<file path="src/rtl/alu_issue_wb_pkg.sv">
// Shared CPU data definitions: ALU operator codes, flag bit positions, issue-stage state encoding.
// Two-operand and single-operand groups reuse codes 0-7; alu_single selects the group.
package alu_issue_wb_pkg;

    localparam logic [3:0] OP_ADD = 4'd0;
    localparam logic [3:0] OP_ADC = 4'd1;
    localparam logic [3:0] OP_SUB = 4'd2;
    localparam logic [3:0] OP_SBC = 4'd3;
    localparam logic [3:0] OP_AND = 4'd4;
    localparam logic [3:0] OP_OR  = 4'd5;
    localparam logic [3:0] OP_XOR = 4'd6;
    localparam logic [3:0] OP_MOV = 4'd7;
    localparam logic [3:0] OP_CMP = 4'd8;

    localparam logic [3:0] OP_NEG = 4'd0;
    localparam logic [3:0] OP_COM = 4'd1;
    localparam logic [3:0] OP_LSL = 4'd2;
    localparam logic [3:0] OP_LSR = 4'd3;
    localparam logic [3:0] OP_ROL = 4'd4;
    localparam logic [3:0] OP_ROR = 4'd5;
    localparam logic [3:0] OP_RLC = 4'd6;
    localparam logic [3:0] OP_RRC = 4'd7;

    localparam int FLAG_C = 3;
    localparam int FLAG_V = 2;
    localparam int FLAG_Z = 1;
    localparam int FLAG_N = 0;

    typedef enum logic [1:0] {
        IDLE = 2'd0,
        EXEC = 2'd1,
        WB   = 2'd2
    } state_t;

    // Compares only set flags; every other operator retires its result.
    function automatic logic writes_back(input logic [3:0] op);
        return op != OP_CMP;
    endfunction

endpackage

</file>
<file path="src/rtl/alu_issue_wb_regfile.sv">
// General register file: two async read ports, one sync write port, debug read port.
// Latency: reads combinational, write visible after the clock edge. No backpressure.
// Reset clears every entry.
module alu_regfile #(
    parameter int NREGS  = 8,
    parameter int RIDX_W = 3
) (
    input  logic              clk,
    input  logic              rst_n,
    input  logic [RIDX_W-1:0] rd1_idx,
    output logic [7:0]        rd1_dat,
    input  logic [RIDX_W-1:0] rd2_idx,
    output logic [7:0]        rd2_dat,
    input  logic              wr_en,
    input  logic [RIDX_W-1:0] wr_idx,
    input  logic [7:0]        wr_dat,
    input  logic [RIDX_W-1:0] dbg_idx,
    output logic [7:0]        dbg_data
);

    logic [7:0] regs [NREGS];

    always_ff @(posedge clk or negedge rst_n) begin
        if (!rst_n) begin
            for (int i = 0; i < NREGS; i++) begin
                regs[i] <= 8'h00;
            end
        end else if (wr_en) begin
            regs[wr_idx] <= wr_dat;
        end
    end

    assign rd1_dat  = regs[rd1_idx];
    assign rd2_dat  = regs[rd2_idx];
    assign dbg_data = regs[dbg_idx];

endmodule

</file>
<file path="src/rtl/alu_issue_wb.sv">
// Execute-stage sequencer around the 8-bit ALU: IDLE -> EXEC -> WB, one instruction per 2 cycles.
// Latency: accept edge to register writeback is 3 edges; in_ready drops only during EXEC, no stalls.
// Optional immediate operand path enabled by ALU_ISSUE_IMM_EN.
module alu_issue_wb
    import alu_issue_wb_pkg::*;
#(
    parameter int NREGS  = 8,
    parameter int RIDX_W = 3
) (
    input  logic              clk,
    input  logic              rst_n,
    input  logic              in_valid,
    output logic              in_ready,
    input  logic [3:0]        in_op,
    input  logic              in_single,
    input  logic [RIDX_W-1:0] in_dst,
    input  logic [RIDX_W-1:0] in_src,
`ifdef ALU_ISSUE_IMM_EN
    input  logic              in_imm_sel,
    input  logic [7:0]        in_imm,
`endif
    output logic [7:0]        alu_value1,
    output logic [7:0]        alu_value2,
    output logic [3:0]        alu_operator,
    output logic              alu_single,
    output logic              alu_old_carry,
    input  logic [7:0]        alu_result,
    input  logic [3:0]        alu_flags_in,
    output logic [3:0]        flags,
    output logic              wb_valid,
    input  logic [RIDX_W-1:0] dbg_idx,
    output logic [7:0]        dbg_data
);

    state_t            state;
    logic [3:0]        op_q;
    logic              single_q;
    logic [RIDX_W-1:0] dst_q;
    logic [RIDX_W-1:0] src_q;
    logic [7:0]        v1_hold;
    logic [7:0]        v2_hold;
    logic [7:0]        rd1_dat;
    logic [7:0]        rd2_dat;
    logic [7:0]        src_val;
    logic              accept;
    logic              exec_now;
    logic              wr_en;

`ifdef ALU_ISSUE_IMM_EN
    logic [7:0]        imm_q;
    logic              imm_sel_q;
    assign src_val = imm_sel_q ? imm_q : rd2_dat;
`else
    assign src_val = rd2_dat;
`endif

    assign accept   = in_valid && in_ready;
    assign exec_now = (state == EXEC);
    assign wr_en    = (state == WB) && writes_back(op_q);

    // Operands are read live in EXEC so the previous WB write is already visible.
    assign alu_value1    = exec_now ? rd1_dat : v1_hold;
    assign alu_value2    = exec_now ? (single_q ? 8'h00 : src_val) : v2_hold;
    assign alu_operator  = op_q;
    assign alu_single    = single_q;
    assign alu_old_carry = flags[FLAG_C];

    alu_regfile #(
        .NREGS  (NREGS),
        .RIDX_W (RIDX_W)
    ) u_regfile (
        .clk      (clk),
        .rst_n    (rst_n),
        .rd1_idx  (dst_q),
        .rd1_dat  (rd1_dat),
        .rd2_idx  (src_q),
        .rd2_dat  (rd2_dat),
        .wr_en    (wr_en),
        .wr_idx   (dst_q),
        .wr_dat   (alu_result),
        .dbg_idx  (dbg_idx),
        .dbg_data (dbg_data)
    );

    always_ff @(posedge clk or negedge rst_n) begin
        if (!rst_n) begin
            state    <= IDLE;
            in_ready <= 1'b1;
            wb_valid <= 1'b0;
            flags    <= 4'h0;
            op_q     <= 4'h0;
            single_q <= 1'b0;
            dst_q    <= '0;
            src_q    <= '0;
            v1_hold  <= 8'h00;
            v2_hold  <= 8'h00;
`ifdef ALU_ISSUE_IMM_EN
            imm_q     <= 8'h00;
            imm_sel_q <= 1'b0;
`endif
        end else begin
            wb_valid <= 1'b0;
            if (accept) begin
                op_q     <= in_op;
                single_q <= in_single;
                dst_q    <= in_dst;
                src_q    <= in_src;
`ifdef ALU_ISSUE_IMM_EN
                imm_q     <= in_imm;
                imm_sel_q <= in_imm_sel && !in_single;
`endif
            end
            case (state)
                IDLE: begin
                    if (in_valid) begin
                        state    <= EXEC;
                        in_ready <= 1'b0;
                    end
                end
                EXEC: begin
                    v1_hold  <= alu_value1;
                    v2_hold  <= alu_value2;
                    state    <= WB;
                    in_ready <= 1'b1;
                    wb_valid <= 1'b1;
                end
                WB: begin
                    flags <= alu_flags_in;
                    if (in_valid) begin
                        state    <= EXEC;
                        in_ready <= 1'b0;
                    end else begin
                        state <= IDLE;
                    end
                end
                default: begin
                    state    <= IDLE;
                    in_ready <= 1'b1;
                end
            endcase
        end
    end

endmodule

</file>
<file path="config.mk">
export PLATFORM = sky130hd
export DESIGN_NAME = alu_issue_wb
export DESIGN_NICKNAME = d
export VERILOG_FILES = /design/src/rtl/alu_issue_wb_pkg.sv /design/src/rtl/alu_issue_wb_regfile.sv /design/src/rtl/alu_issue_wb.sv
export SDC_FILE = /design/constraint.sdc
export NUM_CORES = 1
export LEC_CHECK = 0
export CAP_MARGIN = 0
export CORE_MARGIN = 2
export CORE_UTILIZATION = 45
export DETAILED_ROUTE_END_ITERATION = 8
export PLACE_DENSITY = 0.67
export SYNTH_ARGS = -nofsm -noshare
export SYNTH_HDL_FRONTEND = slang
export SYNTH_SLANG_ARGS = --single-unit
export TNS_END_PERCENT = 50
</file>
<file path="constraint.sdc">
create_clock -name clk -period 3.66 [get_ports clk]
set_clock_uncertainty 0.1 [all_clocks]
set_input_delay 0.732 -clock clk [delete_from_list [all_inputs] [get_ports clk]]
set_output_delay 0.732 -clock clk [all_outputs]
set_load 0.01 [all_outputs]
</file>
=== Word-level counts from Yosys, hierarchy flattened ===
Index checks and enable logic that the tools add are counted.

* Register bits: 99
* Input bits: 29
* Output and inout port bits: 36
* Word-level logic and storage cells: 56

* Magnitude comparators: 4
* Equal/unequal tests: 5
* Mux-type cells: 21
* Bitwise operators: 3
* Reductions and logical operators: 5

{| class="wikitable"
|+ Operators by type and width
! cell !! number
|-
| $mux W8 || 10
|-
| $bmux W8 S3 || 3
|-
| $bwmux W64 || 1
|-
| $demux W8 S3 || 1
|-
| $ge A4 B4 Y1 const B || 3
|-
| $not A3 Y4 || 3
|-
| $pmux W2 S3 || 1
|-
| $lt A4 B1 Y1 const B || 1
|-
| $mux W1 || 4
|-
| $ne A4 B4 Y1 const B || 1
|-
| $logic_and A1 B1 Y1 || 3
|-
| $eq A2 B1 Y1 const B || 1
|-
| $eq A2 B2 Y1 const B || 1
|-
| $logic_not A2 Y1 || 1
|-
| $mux W2 || 1
|-
| $ne A2 B1 Y1 const B || 1
|-
| $ne A2 B2 Y1 const B || 1
|-
| $reduce_or A2 Y1 || 1
|}

=== Longest topological paths before layout ===
* Depth in word-level cells: 6
* Mapped depth: 6
* Gate-level depth less buffers: 4

=== Modules after synthesis ===
Synthesis repeated with hierarchy kept, for this count alone.

* Cells, all modules: 335
* Area, all modules: 5,786.8 um^2

{| class="wikitable"
|+ Modules (own cells, without submodules)
! module !! instances !! cells each !! area an instance (um^2) !! seq. area each (um^2)
|-
| alu_regfile || 1 || 230 || 4,078.9 || 1,601.5
|-
| alu_issue_wb || 1 || 105 || 1,707.9 || 877.1
|}

=== Worst setup path before layout ===
No wires, ideal clock.

* Path kind: input port to output port
* From: in dbg_idx[0]
* To: out dbg_data[0]
* Arrival: 2,067 ps
* Data required time: 2,828 ps
* Path slack: 761 ps
* Cell stages on the path: 4
* Path buffers: 2
* Path through: buf_2 buf_2 mux4_2 mux2_2

* Longest elaborated chain between the ends: 4

{| class="wikitable"
|+ Ends and longest elaborated chain
! item !! line !! RTL
|-
| from (decl) || alu_issue_wb.sv:31 || <nowiki>input logic [RIDX_W-1:0] dbg_idx,</nowiki>
|-
| $not A3 Y4 (not written as such) || alu_issue_wb_regfile.sv:35 || <nowiki>assign dbg_data = regs[dbg_idx];</nowiki>
|-
| $bmux W8 S3 || alu_issue_wb_regfile.sv:35 ||
|-
| $mux W8 (not written as such) (2 in series) || alu_issue_wb_regfile.sv:35 ||
|-
| to (decl) || alu_issue_wb.sv:32 || <nowiki>output logic [7:0] dbg_data</nowiki>
|}

No other way between the ends. The select of a mux whose other input is x is not followed.

=== Worst setup path in the final report ===
* From: in dbg_idx[0]
* To: out dbg_data[4]

The elaborated chain is that of the path after synthesis.

==> flow_summary_export.csv <==
group,metric,value,unit
critical_path,r2r_slack,1.21,ns
final_layout,syn_to_final_growth,21.30,%
synth,ys_seq_area_frac,0.4617,
sta,rsz0062_at_grt,"no",
clock_tree,tritoncts,"yes",
clock_tree,post_cts_resized,0,
worst_hold_path,hp-start,"state[0]$_DFFE_PN0P_",
final_layout,fillCellCount,979,
final_layout,fin_nets,493,
sta,final-setup-viol-count,0,
grt,grt_pass1_vias,3918,
die,chipHeight,113.2,um
synth,postSynthCellCount,400,
sta,slew_viol_final,0,
critical_path,critPathRequiredTime,2.83,ns
synth,yosysWarnings,0,
place,hpwl,9254,um
synth,synthSimpleGateAreaFrac,0.06036,
grt,grt.total_usage,0.2241,
synth,synth_top_family_by_area,"multiplexers",
clock_tree,cts_made_buffers,9,
synth,avgSynthCellArea,13.42,um2
critical_path,crit_fanout,16,
drt,via_per_inst,6.188,
synth,ys_types,40,
die,dieWidth,113.2,um
drt,highest_layer,"met4",
worst_hold_path,hold_end,"state[0]$_DFFE_PN0P_",
clock_tree,clk_latency,0.35,ns
sta,slew_headroom,0.4152,
drt,dr_total_vias,3781,
pwr,p_total,4845,uW
grt,grt_overflow_total,0,
clock_tree,htreeDepth,3,
clock_tree,hold_buffers,0,
sta,hold_viol_final,0,
drt,wire_per_inst,22.23,um
place,numPortBuffers,64,
critical_path,reg2reg_to,"u_regfile.regs[24]$_DFFE_PN0P_",
die,core,11520,um2
pwr,ir_drop,353.6,uV
clock_tree,cts_buffer_depth,2,
synth,synth_compound_area_frac,0.08623,
final_layout,n_antenna_cell,0,
critical_path,critPathArrivalTime,2.73,ns
flow_run,drv_cap,0,
synth,synth_edf_count,0,
critical_path,crit_type,"in -> out",
clock_tree,cts_sinks,99,
grt,grt_pass1_wl,21500,um
drt,ant_nets,0,
critical_path,critPathLaunchType,"input port",
die,row_count,39,
synth,synthAdderAreaFrac,0,
clock_tree,root_buffer,"clkbuf_16",
synth,synthesis.nets,429,
final_layout,finalNonFillerCells,611,
synth,yosys.area_share.xor_xnor,0,
clock_tree,cts.reportedPaths.clkPinSlew,0.07,ns
sta,whs,0.3788,ns
final_layout,drive_gt1_frac,0.3761,
sta,layout_min_cycle_time,3.557,ns
sta,tns,0,ns
drt,drt-pass1-iter-count,6,
sta,tightest_slew,0.8772,ns
drt,met3_length,701,um
clock_tree,postCtsSetupBuffers,0,
die,start_util,0.4662,
grt,antenna_found_initial,0,
critical_path,rr_worst_depth,4,
synth,synthArstFlopShare,1.000,
synth,synth-main-ff-cell,"dfrtp_1",
critical_path,timing.rr.start,"dst_q[2]$_DFFE_PN0P_",
drt,routed_wl,13580,um
worst_hold_path,hold_depth,1,
synth,netlist_area,5369,um2
grt,grt_start_max_net_pins,71,
drt,wl_met1,5698,um
status,outcome,"finished, violations left",
pwr,powerDensity,744.0,nW/um2
worst_hold_path,hold_class,"reg -> reg",
drt,drc,3,
die,ios,65,
drt,first_iter_violations,203,
sta,max_freq,0.2811,GHz
synth,synth-seq-cells,99,
pwr,leakage,0.002657,uW
sta,fin_crit_sh,0.9719,
place,gp_congestion,0.8538,
critical_path,end_kind,"primary output",
status,violations,"design-rule violations",
synth,synthMuxAreaShare,0.3652,
die,dieArea,12820,um2
drt,dr_wl_met2,6761,um
place,dp.cells,596,
-- cell families after synthesis --
logic type,Yosys count
buffers and inverters,32
flip-flops,99
AND/OR/NAND/NOR,54
multiplexers,151
AO/OA/AOI/OAI,64
-- state kept, by name (all words and copies together) (netlist names) --
signal          cells
alu_operator        4
alu_single          1
dst_q               3
flags               4
in_ready            1
src_q               3
state               2
u_regfile.regs     64
v1_hold             8
v2_hold             8
wb_valid            1
-- area by class of cell --
class / instances / area [um2] / share of cell area
multi-input cells: 269 / 2748 / 0.4219
flip-flops and latches: 99 / 2479 / 0.3806
repair buffers: 80 / 808.3 / 0.1241
clock buffers: 12 / 256.5 / 0.03939
well taps: 143 / 178.9 / 0.02747
clock inverters: 3 / 23.77 / 0.003650
inverters: 5 / 18.77 / 0.002882
-- through the flow --
step | setup slack [ns] | util | cell area, um2
floorplan | 0.7613 | - | 5369
global placement | 0.1041 | 0.5412 | 6232
detailed placement | 0.09297 | 0.5412 | 6232
CTS | 0.09281 | 0.5655 | 6513
global route | 0.04510 | 0.5655 | 6513
finish | 0.1029 | 0.5655 | 6513
-- cell usage in the layout, fill, tap and decap left out, types with 10 or more instances in the layout --
| cell | instances |
|---|---|
| a22oi_1 | 10 |
| buf_4 | 13 |
| clkdlybuf4s50_1 | 63 |
| dfrtp_1 | 98 |
| mux2_2 | 109 |
| mux2i_1 | 17 |
| mux4_2 | 25 |
| nand2_1 | 14 |
| nor2_1 | 13 |
| o22ai_1 | 11 |
| o31ai_1 | 16 |
-- synth_stat cells (4+ instances only) --
library cell  number  area share
a22oi_1           10       0.014
a31oi_1            4      0.0047
buf_1              4      0.0028
buf_2              9      0.0084
clkbuf_1          12      0.0084
dfrtp_1           98        0.46
inv_1              5      0.0035
mux2_2           109        0.23
mux2i_1           17       0.032
mux4_2            25        0.10
nand2_1           14      0.0098
nor2_1            13      0.0091
nor2b_1            4      0.0047
o21ai_0            8      0.0075
o22a_1             8       0.013
o22ai_1           11       0.013
o31ai_1           16       0.022
-- routing by layer --
metal / GRT usage / vias to the layer above
li1: - / 1662
met1: 0.2965 / 1966
met2: 0.3525 / 124
met3: 0.05785 / 29
met4: 0.09431 / 0
met5: 0 / -
-- power by group --
part | total (uW) | switching, uW | internal, uW
clock | 913 | 417 | 496
sequential | 1980 | 436 | 1550
combinational | 1950 | 750 | 1200
total | 4850 | 1600 | 3240
-- worst max-delay path, cell delays in order --
cell and delay (ns):
clkdlybuf4s50_1 0.51, buf_12 0.20, mux4_2 0.51, mux2_2 0.29
clkdlybuf4s50_1 0.48
-- worst max path at each step --
stage	cells past startpoint	from	endpoint
2_1_floorplan	4	dbg_idx[0]	dbg_data[6]
3_3_place_gp	5	dbg_idx[0]	dbg_data[7]
3_5_place_dp	5	dbg_idx[0]	dbg_data[7]
4_1_cts	5	dbg_idx[0]	dbg_data[7]
5_1_grt	5	dbg_idx[0]	dbg_data[6]
6_report	5	dbg_idx[0]	dbg_data[4]
(Power assumes the default switching activity.)
